<file path="src/rtl/disaggregator_pkg.sv">
// Shared stream definitions for the aggregator/disaggregator pair: default geometry,
// lane-count width and the runtime lane-count clamp.
package disaggregator_pkg;

    localparam int unsigned DefDataWidth  = 8;
    localparam int unsigned DefFetchWidth = 6;

    // Lane counters must hold the value FETCH_WIDTH itself, hence the extra bit.
    function automatic int unsigned lane_cnt_width(input int unsigned fetch_width);
        return $clog2(fetch_width) + 1;
    endfunction

    // A request of zero or beyond the physical width selects the full width.
    function automatic int unsigned clamp_width(input int unsigned req,
                                                input int unsigned fetch_width);
        if (req == 0 || req > fetch_width) begin
            return fetch_width;
        end
        return req;
    endfunction

endpackage

</file>
<file path="src/rtl/disagg_lane_buffer.sv">
// One wide slot: holds a packed word and the count of lanes still to emit.
// Load wins over clear, clear wins over pop; pop shifts the word down by one lane.
module disagg_lane_buffer
    import disaggregator_pkg::*;
#(
    parameter int unsigned DATA_WIDTH  = DefDataWidth,
    parameter int unsigned FETCH_WIDTH = DefFetchWidth,
    localparam int unsigned CntW       = lane_cnt_width(FETCH_WIDTH)
) (
    input  logic                            clk,
    input  logic                            rst_n,
    input  logic                            load,
    input  logic [FETCH_WIDTH*DATA_WIDTH-1:0] load_data,
    input  logic [CntW-1:0]                 load_cnt,
    input  logic                            clear,
    input  logic                            pop,
    output logic [FETCH_WIDTH*DATA_WIDTH-1:0] word,
    output logic [CntW-1:0]                 cnt
);

    logic [FETCH_WIDTH*DATA_WIDTH-1:0] word_q, word_d;
    logic [CntW-1:0]                   cnt_q, cnt_d;

    always_comb begin
        word_d = word_q;
        cnt_d  = cnt_q;
        if (load) begin
            word_d = load_data;
            cnt_d  = load_cnt;
        end else if (clear) begin
            word_d = '0;
            cnt_d  = '0;
        end else if (pop && cnt_q != '0) begin
            word_d = word_q >> DATA_WIDTH;
            cnt_d  = cnt_q - CntW'(1);
        end
    end

    always_ff @(posedge clk or negedge rst_n) begin
        if (!rst_n) begin
            word_q <= '0;
            cnt_q  <= '0;
        end else begin
            word_q <= word_d;
            cnt_q  <= cnt_d;
        end
    end

    assign word = word_q;
    assign cnt  = cnt_q;

endmodule

</file>
<file path="src/rtl/disaggregator.sv">
// Wide-to-narrow stream splitter: pops packed words upstream and pushes lanes one per
// cycle, lane 0 first. Define DISAGGREGATOR_PREFETCH_EN for a second (prefetch) slot.
module disaggregator
    import disaggregator_pkg::*;
#(
    parameter int unsigned DATA_WIDTH  = DefDataWidth,
    parameter int unsigned FETCH_WIDTH = DefFetchWidth,
    localparam int unsigned CntW       = lane_cnt_width(FETCH_WIDTH)
) (
    input  logic                            clk,
    input  logic                            rst_n,
    input  logic [FETCH_WIDTH*DATA_WIDTH-1:0] sender_data,
    input  logic                            sender_empty_n,
    output logic                            sender_deq,
    output logic [DATA_WIDTH-1:0]           receiver_data,
    input  logic                            receiver_full_n,
    output logic                            receiver_enq,
    input  logic                            change_fetch_width,
    input  logic [CntW-1:0]                 input_fetch_width
);

    logic [FETCH_WIDTH*DATA_WIDTH-1:0] buf_word;
    logic [CntW-1:0]                   buf_cnt;
    logic                              buf_load;
    logic [FETCH_WIDTH*DATA_WIDTH-1:0] buf_load_data;
    logic [CntW-1:0]                   buf_load_cnt;
    logic                              buf_free;
    logic                              held;

    logic [CntW-1:0] fw_q, fw_d;
    logic            pend_q, pend_d;
    logic [CntW-1:0] pend_w_q, pend_w_d;
    logic [CntW-1:0] req_w;
    logic [CntW-1:0] eff_w;

    // Only the low lane of the output slot is ever presented downstream.
    logic unused_buf_upper;
    assign unused_buf_upper = ^buf_word[FETCH_WIDTH*DATA_WIDTH-1:DATA_WIDTH];

    assign req_w = CntW'(clamp_width(32'(input_fetch_width), FETCH_WIDTH));
    assign eff_w = change_fetch_width ? req_w : (pend_q ? pend_w_q : fw_q);

    assign receiver_enq  = (buf_cnt != '0) && receiver_full_n;
    assign receiver_data = (buf_cnt != '0) ? buf_word[DATA_WIDTH-1:0] : '0;
    // Output slot empties at this edge: either already empty or emitting its last lane.
    assign buf_free      = (buf_cnt == '0) || (buf_cnt == CntW'(1) && receiver_enq);

`ifdef DISAGGREGATOR_PREFETCH_EN
    logic [FETCH_WIDTH*DATA_WIDTH-1:0] nxt_word;
    logic [CntW-1:0]                   nxt_cnt;
    logic                              nxt_empty;
    logic                              direct;
    logic                              move;

    assign nxt_empty  = (nxt_cnt == '0);
    assign sender_deq = sender_empty_n && nxt_empty;
    // With both slots free the popped word bypasses nxt so first-lane latency is unchanged.
    assign direct     = buf_free && nxt_empty;
    assign move       = buf_free && !nxt_empty;

    assign buf_load      = move || (sender_deq && direct);
    assign buf_load_data = move ? nxt_word : sender_data;
    assign buf_load_cnt  = move ? nxt_cnt : eff_w;
    assign held          = (buf_cnt != '0) || !nxt_empty;

    disagg_lane_buffer #(
        .DATA_WIDTH  (DATA_WIDTH),
        .FETCH_WIDTH (FETCH_WIDTH)
    ) u_nxt (
        .clk       (clk),
        .rst_n     (rst_n),
        .load      (sender_deq && !direct),
        .load_data (sender_data),
        .load_cnt  (eff_w),
        .clear     (move),
        .pop       (1'b0),
        .word      (nxt_word),
        .cnt       (nxt_cnt)
    );
`else
    assign sender_deq    = sender_empty_n && buf_free;
    assign buf_load      = sender_deq;
    assign buf_load_data = sender_data;
    assign buf_load_cnt  = eff_w;
    assign held          = (buf_cnt != '0);
`endif

    disagg_lane_buffer #(
        .DATA_WIDTH  (DATA_WIDTH),
        .FETCH_WIDTH (FETCH_WIDTH)
    ) u_buf (
        .clk       (clk),
        .rst_n     (rst_n),
        .load      (buf_load),
        .load_data (buf_load_data),
        .load_cnt  (buf_load_cnt),
        .clear     (1'b0),
        .pop       (receiver_enq),
        .word      (buf_word),
        .cnt       (buf_cnt)
    );

    // Width may only move while idle or at a capture; otherwise park the latest request.
    always_comb begin
        fw_d     = fw_q;
        pend_d   = pend_q;
        pend_w_d = pend_w_q;
        if (sender_deq || !held) begin
            fw_d   = eff_w;
            pend_d = 1'b0;
        end else if (change_fetch_width) begin
            pend_d   = 1'b1;
            pend_w_d = req_w;
        end
    end

    always_ff @(posedge clk or negedge rst_n) begin
        if (!rst_n) begin
            fw_q     <= CntW'(FETCH_WIDTH);
            pend_q   <= 1'b0;
            pend_w_q <= '0;
        end else begin
            fw_q     <= fw_d;
            pend_q   <= pend_d;
            pend_w_q <= pend_w_d;
        end
    end

endmodule

</file>
<file path="config.mk">
export PLATFORM = sky130hd
export DESIGN_NAME = disaggregator
export DESIGN_NICKNAME = d
export VERILOG_FILES = /design/src/rtl/disaggregator_pkg.sv /design/src/rtl/disagg_lane_buffer.sv /design/src/rtl/disaggregator.sv
export SDC_FILE = /design/constraint.sdc
export NUM_CORES = 1
export LEC_CHECK = 0
export CORE_ASPECT_RATIO = 1.5
export CORE_MARGIN = 3
export CORE_UTILIZATION = 51
export DETAILED_ROUTE_END_ITERATION = 8
export HOLD_SLACK_MARGIN = 0.15
export PLACE_DENSITY = 0.81
export SETUP_SLACK_MARGIN = 0.2
export SLEW_MARGIN = 20
export SYNTH_ARGS = -nofsm -noshare
export SYNTH_HDL_FRONTEND = slang
export SYNTH_HIERARCHICAL = 1
export SYNTH_SLANG_ARGS = --single-unit
</file>
<file path="constraint.sdc">
create_clock -name clk -period 2.2 [get_ports clk]
set_input_delay 0.44 -clock clk [delete_from_list [all_inputs] [get_ports clk]]
set_output_delay 0.44 -clock clk [all_outputs]
set_load 0.02 [all_outputs]
</file>
=== Word-level counts from Yosys, hierarchy flattened ===
Index checks and enable logic that the tools add are counted.

* Register bits: 61
* Output and inout port bits: 10
* Logic and storage cells: 35

* Add/subtract/negate cells: 1
* Magnitude comparators: 1
* Eq/ne operators: 1
* Multiplexer cells: 12
* Bitwise gates (word level): 1
* Reduce and logical (&&, ||, !) cells: 14

{| class="wikitable"
|+ Operators with widths
! cell !! number
|-
| 48-bit 2-to-1 mux || 2
|-
| 4-bit 2-to-1 mux || 5
|-
| 4-bit logical NOT || 2
|-
| 8-bit 2-to-1 mux || 1
|-
| 4-bit by 1-bit == test with 1-bit output, second input constant || 1
|-
| 4-bit by 3-bit > comparator with 1-bit output, second input constant || 1
|-
| 1-bit logical AND || 4
|-
| 2-bit nonzero test || 2
|-
| 4-bit nonzero test || 1
|-
| 4-bit by 1-bit subtractor with 4-bit output, second input constant || 1
|-
| 1-bit logical OR || 3
|-
| 1-bit 2-to-1 mux || 3
|-
| 3-bit 2-to-1 mux || 1
|-
| 2-bit AND reduction || 1
|-
| 1-bit logical NOT || 1
|-
| 1-bit inverter || 1
|}

=== Longest topological paths before layout ===
* Depth in word-level cells: 8
* Depth in mapped cells: 7

=== By module ===
The synthesis kept the hierarchy.

{| class="wikitable"
|+ Modules (own cells, without submodules)
! module !! times used !! cells each !! area each (sq um)
|-
| disagg_lane_buffer || 1 || 237 || 2,427.3
|-
| disaggregator || 1 || 69 || 645.6
|}

=== Worst setup path before layout ===
Ideal clock, no wire load.

* Path type: register -> register
* Start: register u_buf.cnt_q[1] (netlist: u_buf/cnt[1])
* End: register u_buf.cnt_q[2] (netlist: u_buf/cnt[2])
* Library setup time: 0.133 ns
* Arrival: 2.051 ns
* Required time: 2.067 ns
* Path slack: 0.016 ns
* Stages on the path, launching flop included: 7
* Period minus slack after synthesis: 2.184 ns
* Cell sequence: dfrtp_1 -> or3_4 -> nor2_1 -> clkbuf_1 -> or2_0 -> clkbuf_1 -> o21ai_0

* Longest elaborated chain between the ends: 6
* Elaborated cells between the ends (all ways): 12

{| class="wikitable"
|+ Ends and longest elaborated chain
! item !! line !! RTL
|-
| start: declaration || disagg_lane_buffer.sv:22 || <nowiki>logic [CntW-1:0] cnt_q, cnt_d;</nowiki>
|-
| start signal: assignment || disagg_lane_buffer.sv:45 || <nowiki>cnt_q <= cnt_d;</nowiki>
|-
| 4-bit nonzero test || disaggregator.sv:43 || <nowiki>assign receiver_enq = (buf_cnt != '0) && receiver_full_n;</nowiki>
|-
| 1-bit logical AND || disaggregator.sv:43 ||
|-
| 1-bit logical AND || disaggregator.sv:46 || <nowiki>assign buf_free = (buf_cnt == '0) || (buf_cnt == CntW'(1) && receiver_enq);</nowiki>
|-
| 1-bit logical OR * || disaggregator.sv:46 ||
|-
| 1-bit logical AND * || disaggregator.sv:81 || <nowiki>assign sender_deq = sender_empty_n && buf_free;</nowiki>
|-
| via sender_deq || disaggregator.sv:14 || <nowiki>output logic sender_deq,</nowiki>
|-
| 4-bit 2-to-1 mux / 2-bit nonzero test (equally long branches) || n/a ||
|}

The timed path passes the listed nets; every way through them passes the cells marked *. The select of a mux whose other input is x is not followed.
A chain may end at the register's enable or synchronous reset.

=== Final worst setup path ===
* Start: register u_buf.cnt_q[2] (netlist: u_buf/cnt[2])
* End: register u_buf.word_q[21] (netlist: u_buf/word[21])

* Longest elaborated chain between the ends: 6
* Elaborated cells between the ends (all ways): 10

{| class="wikitable"
|+ Ends and longest elaborated chain
! item !! line !! RTL
|-
| 4-bit nonzero test || disagg_lane_buffer.sv:33, disaggregator.sv:43 ||
|-
| 1-bit logical AND || disaggregator.sv:43 ||
|-
| 1-bit logical AND || disaggregator.sv:46 ||
|-
| 1-bit logical OR || disaggregator.sv:46 ||
|-
| 1-bit logical AND || disaggregator.sv:81 ||
|-
| 48-bit 2-to-1 mux / 2-bit nonzero test (equally long branches) || n/a ||
|-
| end signal: assignment || disagg_lane_buffer.sv:44 || <nowiki>word_q <= word_d;</nowiki>
|-
| end: declaration || disagg_lane_buffer.sv:21 || <nowiki>logic [FETCH_WIDTH*DATA_WIDTH-1:0] word_q, word_d;</nowiki>
|}

Several ways; a longest one is shown, not always the timed one.

==> summary.txt <==
Run status
  – Status: complete, no violations

Cells and area
  – Area of the multi-input gates: 0.00155 sq mm
  – FILL cells: 353
  – Antenna cells: 0
  – Sequential cell area: 0.00153 sq mm
  – Share of layout cells above drive strength 1: 22.1%
  – P&R area growth vs syn: 46.3%
  – Final #Nets: between 400 and 500
  – Most common cell after layout, fill and taps aside: nand2_1
  – Most frequent cells in the layout: nand2_1, dfrtp_1, clkdlybuf4s50_1

Critical path
  – Startpoint type of the worst setup path: flip-flop
  – Worst setup EP type: flip-flop
  – Crit path required time: 2.43 ns
  – Worst Reg-to-Reg Cells: 11
  – Reg-to-reg endpoint: u_buf/word[21]
  – Max FO, Critical Path: 7
  – Worst path arrival time: 2.33 ns
  – Worst R2R Setup Slack: 0.09 ns
  – R2R Path Start: u_buf/cnt[2]
  – WS Path Type: reg -> reg

Synth
  – Top cells by area, synth: dfrtp_1, mux2i_1, o21ai_0
  – Area share of the largest cell type after synthesis: 48.0%
  – Area leader, netlist: dfrtp_1
  – Sequential element share of the synthesized area: 49.8%
  – Mapped Area: 0.00307 sq mm
  – Ys async rst share: 100%
  – Post-Syn Area per Cell: 10.0 sq um
  – Post-synthesis cell type count: 41
  – Synthesized instance count: 306
  – Most used flip-flop cell after synthesis: dfrtp_1
  – EDFF count, synth: 0
  – YS warnings: 6
  – #FFs+latches synth: 61

Floorplanning
  – Starting density of the core: 52.7%
  – I/O pin total: 67
  – Die height: 101 um
  – Full die area: around 0.007 sq mm
  – Core Footprint: 0.00583 sq mm
  – Die W: 69.4 um
  – Row Count: 34

STA
  – Max Transition Viols Final: 0
  – Final setup margin: 0.0921 ns
  – Tmin final: 2.11 ns
  – Period utilization: approximately 96%
  – Setup Skew: 0.00764 ns
  – Fmax: 474 MHz
  – RSZ-0062 raised after global routing: true
  – Final setup violation count: 0
  – Final hold violation count: 0

Drt
  – DRT iter0 DRCs: 137
  – Wirelength, routed: 8.22 mm
  – WL per Instance: 17.2 um
  – Via Count: 2644
  – DRC viols: 0
  – DR pass1 iterations: 4
  – Antenna violation net count after detailed routing: 0
  – Via density: 5.52

CTS
  – CTS max path bufs: 2
  – Clock Tree Root: clkbuf_8
  – Clk slew on worst S/H paths: 0.07 ns
  – TritonCTS clock tree: done
  – Clock Sinks: 61
  – CTS Buf Count: 9
  – H-tree depth: 3
  – Clock latency on the worst-skew pair: between 0.3 and 0.4 ns

Placed design
  – HPWL after detailed placement: 4.80 mm
  – Port Buf Inserts: 66
  – Worst slack, placed: -0.107 ns
  – Routability Congestion: 0.795

Hold path
  – Worst Hold Depth: 1
  – Hold WC Path Type: reg -> reg
  – Hold Path Sink: pend_w_q[3]
  – Hold path startpoint: pend_w_q[3]

Global routing
  – Congestion Overflow GR: 0
  – Gr usage total: 23.7%
  – Largest net degree at the start of global routing: 62
  – Vias in the first global route: 2604
  – First-pass GRT wire length: around 13 mm
  – Initial antenna violation count: 0

Power and ir drop
  – Worst VDD drop: 767 uV
  – Final Power: between 5 and 6 mW
  – P per Cell Area: 1290 mW/mm^2
  – Pleak: 2.11 nW

Job
  – Max_cap viols: 0
where the power goes:
part	total, mW	switching [mW]	internal (mW)	leakage, nW
logic	2.93	1.40	1.53	1.22
clock network	1.03	0.451	0.574	0.101
registers	1.87	0.313	1.55	0.793
total	5.82	2.16	3.66	2.11
worst max-delay path by stage:
stage,endpoint,startpoint,cells after the start,slack [ns]
2_1_floorplan,u_buf/cnt[3],u_buf/cnt[3],7,0.23
3_3_place_gp,sender_deq,receiver_full_n,4,-0.06
3_5_place_dp,sender_deq,receiver_full_n,4,-0.11
4_1_cts,receiver_data[6],u_buf/cnt[2],6,0.1
5_1_grt,u_buf/word[21],u_buf/cnt[2],11,0.01
6_report,u_buf/word[21],u_buf/cnt[2],11,0.09
cells by family after synthesis:
| kind of cell | share of synthesized area (%) |
|---|---|
| simple gates | 14.3 |
| mux | 15.8 |
| buf+inv | 4.48 |
| fa+ha+maj | 0.814 |
| other cells | 0.122 |
| xor+xnor | 0.285 |
| compound gates | 14.5 |
| flops | 49.8 |
critical path: stages, from the launching register on:
cell and delay, ns:
dfrtp_1 0.38, or3_4 0.40, nor2_4 0.11, buf_6 0.11, nor2b_4 0.03, buf_6 0.11, buf_6 0.12, nand2_8 0.11
buf_12 0.13, buf_16 0.13, mux2i_2 0.23, o21ai_1 0.11
Yosys cell counts (2+ instances only):
cell / count
a32oi_1: 2
nor2b_1: 10
mux2i_1: 45
a211oi_1: 2
o211ai_1: 2
nand2_1: 62
ha_1: 2
clkbuf_1: 11
o31ai_1: 3
and3b_1: 2
buf_8: 4
nor3_1: 4
o21ai_0: 54
mux2_1: 2
dfstp_2: 2
a21oi_1: 4
buf_2: 2
nor2_1: 6
dfrtp_1: 59
inv_1: 7
area by class of cell:
| class | instances | share of cell area (%) |
|---|---|---|
| Multi-Input combinational cell | 225 | 34.4 |
| Clock inverter | 4 | 1.06 |
| Clock buffer | 11 | 3.37 |
| Tap cell | 72 | 2.00 |
| Timing Repair Buffer | 99 | 24.6 |
| Sequential cell | 61 | 34.0 |
| Inverter | 7 | 0.584 |
layer usage:
layer	GRT usage [%]	routed length [um]	vias to the layer above	part of all wire (%)
met5	0	0	-	0
met4	12.2	344	0	4.2
met3	6.59	445	27	5.4
met2	40.4	4290	82	52
met1	27.1	3130	1282	38
li1	-	-	1253	-
flip-flops by register name, indices dropped and copies added (netlist names):
signal,flops
u_buf/word,48
fw_q,4
pend_w_q,4
u_buf/cnt,4
pend_q,1
per-stage QoR:
| step | utilization [%] | hold slack, ns | TNS [ns] | std cells | cell area [sq um] |
|---|---|---|---|---|---|
| 2_1_floorplan | - | 0.144 | 0 | 310 | 3100 |
| 3_3_place_gp | 67.6 | 0.473 | -0.0577 | 450 | 3940 |
| 3_5_place_dp | 67.6 | 0.471 | -0.327 | 450 | 3940 |
| 4_1_cts | 74.1 | 0.499 | 0 | 473 | 4320 |
| 5_1_grt | 77.2 | 0.530 | 0 | 479 | 4500 |
| 6_report | 77.2 | 0.509 | 0 | 479 | 4500 |
what timing repair did:
action                                  CTS  global route
endpoints found under the setup margin   60            56
gates resized for setup                  79            45
pin swaps                                 3            10
hold endpoints to repair                 59             0
hold buffers                              1             0
gates cloned                              4             0
setup buffers                             3             6
Power figures use the tool's default switching activity.
